===== src/rtl/mini16_s2m_collector.sv =====
// mini16_s2m_collector: round-robin drain of PE slave-to-master FIFOs onto one master write port
module mini16_s2m_collector #(
  parameter int NUM_PE = 4,
  parameter int WIDTH_D = 16,
  parameter int DEPTH_V_F = 16,
  parameter int READ_LATENCY = 2,
  parameter int SKID_DEPTH = 4,
  parameter int BURST_MAX = 8,
  parameter int MISS_LIMIT = 2
) (
  input  logic clk,
  input  logic reset,
  input  logic enable,
  output logic [NUM_PE-1:0] fifo_req_r,
  input  logic [NUM_PE-1:0] fifo_valid,
  input  logic [NUM_PE*(WIDTH_D+DEPTH_V_F)-1:0] fifo_r_data,
  output logic out_we,
  input  logic out_ready,
  output logic [DEPTH_V_F-1:0] out_addr,
  output logic [WIDTH_D-1:0] out_data,
  output logic [$clog2(NUM_PE)-1:0] out_src,
  output logic [15:0] word_count,
  output logic busy
);
  localparam int SW = $clog2(NUM_PE);
  localparam int W = WIDTH_D + DEPTH_V_F;
  localparam int AW = $clog2(SKID_DEPTH);
  localparam int CW = $clog2(SKID_DEPTH) + 2;
  localparam int BW = $clog2(BURST_MAX + 1);
  localparam int MW = $clog2(MISS_LIMIT + 1);
  localparam logic [1:0] S_IDLE = 2'd0, S_DRAIN = 2'd1, S_FLUSH = 2'd2;
  logic [1:0] state;
  logic [SW-1:0] grant;
  logic [READ_LATENCY:0] pipe;
  logic [BW-1:0] burst_cnt;
  logic [MW-1:0] miss_cnt;
  logic [SW+W-1:0] mem [SKID_DEPTH];
  logic [AW-1:0] wr_ptr, rd_ptr;
  logic [CW-1:0] fcnt, outst, occ;
  logic matured, hit, pop, free_out, from_fifo, direct, push, leave, room, req;
  logic [W-1:0] word;
  logic [SW+W-1:0] entry;
  always_comb begin
    outst = '0;
    for (int i = 0; i <= READ_LATENCY; i++) outst = outst + CW'(pipe[i]);
  end
  assign matured = pipe[READ_LATENCY];
  assign hit = matured && fifo_valid[grant];
  assign word = fifo_r_data[grant*W +: W];
  assign pop = out_we && out_ready;
  assign free_out = !out_we || out_ready;
  // A response may bypass the skid FIFO straight into the output register when nothing is queued ahead
  assign from_fifo = fcnt != '0 && free_out;
  assign direct = hit && fcnt == '0 && free_out;
  assign push = hit && !direct;
  assign entry = from_fifo ? mem[rd_ptr] : {grant, word};
  // Occupancy counts the output register; slots are reserved for every request still in flight
  assign occ = fcnt + CW'(out_we);
  assign room = occ + outst - CW'(pop) < CW'(SKID_DEPTH);
  assign leave = !enable || burst_cnt == BW'(BURST_MAX) || miss_cnt == MW'(MISS_LIMIT);
  assign req = state == S_DRAIN && !leave && room;
  assign busy = state != S_IDLE || occ != '0;
  always_ff @(posedge clk)
    if (push) mem[wr_ptr] <= {grant, word};
  always_ff @(posedge clk or negedge reset) begin
    if (!reset) begin
      state <= S_IDLE;
      grant <= '0;
      pipe <= '0;
      burst_cnt <= '0;
      miss_cnt <= '0;
      wr_ptr <= '0;
      rd_ptr <= '0;
      fcnt <= '0;
      fifo_req_r <= '0;
      out_we <= 1'b0;
      out_src <= '0;
      out_addr <= '0;
      out_data <= '0;
      word_count <= '0;
    end else begin
      pipe <= {pipe[READ_LATENCY-1:0], req};
      fifo_req_r <= req ? NUM_PE'(1) << grant : '0;
      wr_ptr <= wr_ptr + AW'(push);
      rd_ptr <= rd_ptr + AW'(from_fifo);
      fcnt <= fcnt + CW'(push) - CW'(from_fifo);
      out_we <= from_fifo || direct || (out_we && !out_ready);
      if (from_fifo || direct) {out_src, out_addr, out_data} <= entry;
      word_count <= word_count + 16'(pop);
      if (req) burst_cnt <= burst_cnt + 1'b1;
      if (matured) miss_cnt <= fifo_valid[grant] ? '0 : miss_cnt + MW'(miss_cnt != MW'(MISS_LIMIT));
      if (state == S_IDLE && enable) begin
        state <= S_DRAIN;
        burst_cnt <= '0;
        miss_cnt <= '0;
      end
      if (state == S_DRAIN && leave) state <= S_FLUSH;
      if (state == S_FLUSH && outst == '0) begin
        state <= enable ? S_DRAIN : S_IDLE;
        grant <= grant == SW'(NUM_PE - 1) ? '0 : grant + 1'b1;
        burst_cnt <= '0;
        miss_cnt <= '0;
      end
    end
  end
endmodule

===== config.mk =====
export PLATFORM = sky130hd
export DESIGN_NAME = mini16_s2m_collector
export DESIGN_NICKNAME = d
export VERILOG_FILES = /design/src/rtl/mini16_s2m_collector.sv
export SDC_FILE = /design/constraint.sdc
export NUM_CORES = 1
export LEC_CHECK = 0
export ABC_AREA = 1
export CAP_MARGIN = 20
export CORE_MARGIN = 5
export CORE_UTILIZATION = 56
export CTS_CLUSTER_DIAMETER = 200
export DETAILED_ROUTE_END_ITERATION = 8
export GPL_TIMING_DRIVEN = 0
export HOLD_SLACK_MARGIN = 0.03
export PLACE_DENSITY = 0.82
export SYNTH_ARGS = -nofsm -noshare
export SYNTH_HDL_FRONTEND = slang
export SYNTH_SLANG_ARGS = --single-unit
export TNS_END_PERCENT = 1

===== constraint.sdc =====
create_clock -name clk -period 10.6 [get_ports clk]
set_input_delay 1.06 -clock clk [delete_from_list [all_inputs] [get_ports clk]]
set_output_delay 1.06 -clock clk [all_outputs]
set_load 0.01 [all_outputs]

==> flow_summary.json, run 1 <==
{
  "antenna_cells": 0,
  "required_ns": 10.80,
  "tns_ns": 0,
  "path_clk_slew_ns": 0.06,
  "avgSynthCellArea_sq_um": 9.77,
  "yosysUniqueCellTypes": 32,
  "grt_pass1_vias": 8672,
  "htreeDepth": 1,
  "hp-class": "register to register",
  "skew_ns": 0.0139,
  "fp.dieH_microns": 143,
  "grt_setup_unrepaired": "false",
  "postSynthCellCount": 1020,
  "seqPwrFrac": 0.345,
  "clockBufferDepth": 3,
  "maxSlewHeadroom": 0.351,
  "wl_met3_mm": 2.97,
  "grt_overflow": 0,
  "nets": 1412,
  "clock_sinks": 212,
  "vdd_drop_max_uv": 139,
  "p_per_area_nw_per_um2": 275,
  "crit_path_end_kind": "register",
  "port_buffers": 191,
  "ys_warn_count": 0,
  "syn_to_final_growth_pct": 31.1,
  "setup_viol": 0,
  "fill_cells": 1172,
  "cp-start-kind": "input port",
  "met1_length_mm": 10.9,
  "initial_core_util": 0.574,
  "cap_violations": 0,
  "drc_errors": 0,
  "coreArea_sq_um": 17400,
  "cts_hold_buf": 0,
  "p_sw_frac": 0.402,
  "highest_layer": "met4",
  "cts_resized": 0,
  "p_comb_frac": 0.443,
  "critPathMaxFanout": 10,
  "die_w_microns": 143,
  "met2WireLength_mm": 14.7,
  "internal_power_mw": 2.15,
  "instances_no_fill": 1490,
  "avgViaCountPerCell": 5.81,
  "clk_latency_ns": 0.51,
  "power_switching_mw": 1.45,
  "io-pin-count": 192,
  "ant_nets": 0,
  "place_inst": 1450,
  "hold_viol_final": 0,
  "status": "complete, no violations",
  "design.die.area_sq_um": 20600,
  "rows": 48,
  "syn-num-nets": 1183,
  "grt_first_pass_wirelength_mm": 45.8,
  "wirelength_mm": 29.5,
  "cts_buffers": 22,
  "antenna_found_initial": 0,
  "syn_area_sq_um": 9970,
  "post_cts_buffers": 0,
  "cts-root-buf": "clkbuf_16",
  "track_usage": 0.287,
  "crit_type": "input port to register",
  "post-route-util": 0.753,
  "finalCritPeriodShare": 0.327,
  "dp_slack_ns": 6.69,
  "fin_ws_ns": 7.14,
  "worst_pin_slew_ns": 0.968,
  "clock_power_share": 0.212,
  "slew_violations": 0,
  "yosys_register_bits": 212,
  "dr.pass1.iters": 7,
  "hpwl_mm": 20.9,
  "grt_start_max_net_pins": 40,
  "drive_above_1_share": 0.0775,
  "via_count": 8661,
  "place_congestion": 0.866,
  "max_freq_ghz": 0.289,
  "cts_tree": "done",
  "wl_per_cell_microns": 19.8,
  "fin_crit_ns": 3.46,
  "fin_total_pwr_mw": 3.60,
  "arrival_ns": 3.67,
  "regArea_sq_um": 5990,
  "initialDrtViolationCount": 881,
  "ys_seq_area_frac": 0.600,
  "multi_input_area_sq_um": 3530,
  "power_leakage_nw": 5.42
}
## area by class of cell
type | instances | share of cell area
sequential | 212 | 0.458
multi-input combinational | 701 | 0.270
timing repair buffer | 205 | 0.159
clock buffer | 30 | 0.0491
buffer | 56 | 0.0215
tap | 225 | 0.0215
inverter | 51 | 0.0150
clock inverter | 10 | 0.00603
## worst max-delay path, cell delays in order
cell	delay, ns
clkdlybuf4s50_1	0.43
nor2_1	0.43
nor3_4	0.12
nand2_8	0.16
nand2_1	0.19
nor3_2	0.66
buf_8	0.24
buf_6	0.18
buf_6	0.18
## cell families (layout without fill, tap and decap cells)
group / Yosys count / after routing / share of synthesized area
AO/OA/AOI/OAI: 115 / 115 / 0.0617
XOR/XNOR: 21 / 21 / 0.0184
adder cells (fa/ha/maj): 27 / 27 / 0.0354
buffers and inverters: 107 / 352 / 0.0479
flip-flops: 212 / 212 / 0.600
AND/OR/NAND/NOR: 538 / 538 / 0.236
## cell usage after synthesis, drive strengths merged
| library cell | instances | share of area |
|---|---|---|
| xor2 | 12 | 0.011 |
| edfxtp | 136 | 0.41 |
| nand3b | 1 | 0.00075 |
| fa | 2 | 0.0040 |
| inv | 50 | 0.019 |
| nor2 | 87 | 0.035 |
| nand4 | 9 | 0.0056 |
| nand3 | 172 | 0.087 |
| ha | 25 | 0.031 |
| nor3 | 8 | 0.0051 |
| clkbuf | 24 | 0.0090 |
| nand2 | 261 | 0.10 |
| dfrtp | 76 | 0.19 |
| clkinv | 1 | 0.00038 |
| buf | 32 | 0.019 |
| o22ai | 32 | 0.020 |
| a21oi | 3 | 0.0015 |
| xnor2 | 9 | 0.0079 |
| o21ai | 80 | 0.040 |
## registers in the layout, summed over array words and instances, names as in the netlist
signal and cells:
fifo_req_r 4, grant 2, mem 136, rd_ptr 2, out_we 1, out_src 2, out_addr 16, state 2
miss_cnt 2, out_data 16, wr_ptr 2, fcnt 4, pipe 3, burst_cnt 4, word_count 16
## path summary, 6_finish.rpt
check / startpoint / to / slack [ns] / depth (start not counted)
worst max register to register: grant[1] / mem[2][33] / 7.22 / 9
max in group asynchronous: reset / word_count[2] / 9.46 / 2
worst max-delay path: out_ready / mem[2][33] / 7.14 / 9
min in group asynchronous: reset / out_data[7] / 0.53 / 1
worst min-delay path: pipe[1] / pipe[2] / 0.41 / 0
worst min register to register: pipe[1] / pipe[2] / 0.41 / 0
## placed cells by master (no fill, tap or decap), types with 12 or more instances in the layout
master / Yosys / routed
nand2_1: 258 / 258
clkdlybuf4s50_1: 0 / 190
nand3_1: 171 / 171
edfxtp_1: 136 / 136
nor2_1: 84 / 84
o21ai_0: 76 / 76
dfrtp_1: 76 / 76
inv_1: 45 / 45
o22ai_1: 32 / 32
clkbuf_1: 24 / 27
ha_1: 25 / 25
clkbuf_16: 0 / 23
buf_2: 21 / 21
buf_6: 2 / 14
xor2_1: 12 / 12
## through the flow
step                hold slack, ns  area, sq um
floorplan                    0.386         9970
global placement             0.390        12200
detailed placement           0.400        12400
CTS                          0.413        13100
global route                 0.420        13100
finish                       0.409        13100
## power by group through the flow
| stage | combinational, mW | clock [mW] | sequential (mW) |
|---|---|---|---|
| floorplan | 0.910 | 0 | 1.27 |
| global placement | 1.49 | 0 | 1.25 |
| detailed placement | 1.56 | 0 | 1.26 |
| CTS | 1.58 | 0.765 | 1.24 |
| global route | 1.76 | 0.804 | 1.26 |
| finish | 1.59 | 0.762 | 1.24 |
## metal layers
metal | vias up | GRT usage
li1 | 3954 | -
met1 | 4078 | 0.369
met2 | 538 | 0.493
met3 | 91 | 0.0599
met4 | 0 | 0.0852
met5 | - | 0
Power figures use the tool's default switching activity.
==> inputs of run 2 (changes only) <==
--- a/config.mk
+++ b/config.mk
@@ -8,12 +8,12 @@
 export ABC_AREA = 1
 export CAP_MARGIN = 20
 export CORE_MARGIN = 5
-export CORE_UTILIZATION = 56
+export CORE_UTILIZATION = 52
 export CTS_CLUSTER_DIAMETER = 200
 export DETAILED_ROUTE_END_ITERATION = 8
 export GPL_TIMING_DRIVEN = 0
 export HOLD_SLACK_MARGIN = 0.03
-export PLACE_DENSITY = 0.82
+export PLACE_DENSITY = 0.77
 export SYNTH_ARGS = -nofsm -noshare
 export SYNTH_HDL_FRONTEND = slang
 export SYNTH_SLANG_ARGS = --single-unit
==> constraint.sdc (replaced) <==
create_clock -name clk -period 3.45 [get_ports clk]
set_input_delay 0.345 -clock clk [delete_from_list [all_inputs] [get_ports clk]]
set_output_delay 0.345 -clock clk [all_outputs]
set_load 0.01 [all_outputs]
==> run 2 against run 1 <==
Effect of this change:
- sequential cell count stayed put
- hold slack worse by 0.047 ns
- critical path depth decreased by 1
- via count down 2.2%
- final area rose by 0.76%
- count of clock-buffer cells in the layout is 1 higher
- sequential share of layout area decreased by 0.34 points
- die area is 7.2% higher
- worst setup slack lost 6.8 ns
- first-iteration DRC count down 21%
- register-to-register slack got worse by 6.9 ns
==> flow_summary.json, run 2 (same netlist as run 1, synthesis figures left out) <==
{
  "status": "complete, no violations",
  "cts_resized": 0,
  "rr_startpoint": "grant[1]",
  "skew_ns": 0.0174,
  "design.die.area_sq_um": 22000,
  "hold_viol_final": 0,
  "r2r_slack_ns": 0.37,
  "antenna_cells": 0,
  "maxSlewHeadroom": 0.421,
  "antenna_found_initial": 0,
  "grt_setup_unrepaired": "false",
  "hp-class": "input port to async pin",
  "place_congestion": 0.848,
  "htreeDepth": 1,
  "cp-start-kind": "register",
  "fin_total_pwr_mw": 11.2,
  "initialDrtViolationCount": 694,
  "r2r-end": "mem[2][21]",
  "mostFrequentLayoutCells": "258 x nand2_1, 190 x clkdlybuf4s50_1, 171 x nand3_1",
  "cts_hold_buf": 1,
  "clockBufferDepth": 3,
  "max_freq_ghz": 0.325,
  "path_clk_slew_ns": 0.06,
  "fp.dieH_microns": 148,
  "io-pin-count": 192,
  "layout_commonest_cell": "nand2_1",
  "grt_pass1_vias": 8359,
  "hpwl_mm": 20.4,
  "power_leakage_nw": 5.45,
  "drc_errors": 0,
  "port_buffers": 191,
  "fin_area_sq_um": 13200,
  "fin_crit_ns": 3.08,
  "coreArea_sq_um": 18800,
  "vdd_drop_max_uv": 442,
  "required_ns": 3.66,
  "cts-root-buf": "clkbuf_16",
  "wl_per_cell_microns": 19.2,
  "clk_latency_ns": 0.51,
  "die_w_microns": 148,
  "syn_to_final_growth_pct": 32.1,
  "grt_first_pass_wirelength_mm": 44.4,
  "tns_ns": 0,
  "clock_sinks": 212,
  "wirelength_mm": 28.8,
  "dp_slack_ns": 0.251,
  "post_cts_buffers": 0,
  "place_inst": 1461,
  "arrival_ns": 3.29,
  "rows": 50,
  "top_register": "mem",
  "cts_buffers": 22,
  "worst_pin_slew_ns": 0.869,
  "p_per_area_nw_per_um2": 849,
  "instances_no_fill": 1502,
  "track_usage": 0.257,
  "fin_ws_ns": 0.369,
  "placed_area_sq_um": 12400,
  "worstRegToRegCells": 8,
  "slew_violations": 0,
  "post-route-util": 0.702,
  "largest_reg_flops": 136,
  "critPathMaxFanout": 14,
  "cts_tree": "done",
  "nets": 1415,
  "cap_violations": 0,
  "initial_core_util": 0.531,
  "ant_nets": 0,
  "fin_hold_ws_ns": 0.363,
  "via_count": 8468,
  "finalCritPeriodShare": 0.893,
  "avgViaCountPerCell": 5.64,
  "setup_viol": 0,
  "drive_above_1_share": 0.0789,
  "crit_type": "register to register",
  "dr.pass1.iters": 5,
  "crit_path_end_kind": "register",
  "grt_start_max_net_pins": 42,
  "grt_overflow": 0
}
## run 2: cell count changes in the layout (fill, tap and decap cells not counted)
cell,delta
clkinvlp_4,+1
clkbuf_8,-2
buf_8,+1
buf_6,+1
clkbuf_1,+2
clkinv_1,-2
bufinv_16,+2
dlygate4sd3_1,+1
inv_6,-1
clkinv_2,-1
clkbuf_16,+1
## run 2: worst max-delay path: stages (launching register included)
cell	delay, ns
dfrtp_1	0.71
inv_2	0.25
nand3_2	0.16
nand2_4	0.09
nor2_8	0.19
nand2_1	0.26
nor3_2	0.65
buf_6	0.27
buf_6	0.19
## run 2: cell type report
type,count,area [sq um]
Inverter,51,196
Buffer,56,282
Sequential cell,212,5990
Fill cell,1395,5600
Multi-Input combinational cell,701,3530
Clock buffer,31,647
Timing Repair Buffer,208,2120
Clock inverter,9,125
Tap cell,234,293
## run 2: per-layer routing
| metal | track usage | up-vias | routed length [microns] |
|---|---|---|---|
| li1 | - | 3959 | - |
| met1 | 0.325 | 4030 | 11200 |
| met2 | 0.457 | 414 | 14400 |
| met3 | 0.0488 | 65 | 2540 |
| met4 | 0.0693 | 0 | 730 |
| met5 | 0 | - | 0 |
## run 2: worst max path at each step
stage	from	to	slack (ns)	cells after the start
final	grant[1]	mem[2][21]	0.37	8
after global placement	out_ready	mem[0][10]	-2.95	6
after CTS	grant[1]	mem[2][21]	0.37	8
after global routing	grant[1]	mem[2][21]	0.28	8
after detailed placement	out_ready	mem[2][21]	0.25	8
after floorplan	grant[0]	mem[0][0]	-0.48	8
## run 2: power by group
group / internal [mW] / leakage (nW) / switching, mW / total, mW
registers: 3.48 / 2.17 / 0.316 / 3.79
logic: 1.76 / 2.91 / 3.14 / 4.89
clock network: 1.53 / 0.374 / 0.957 / 2.49
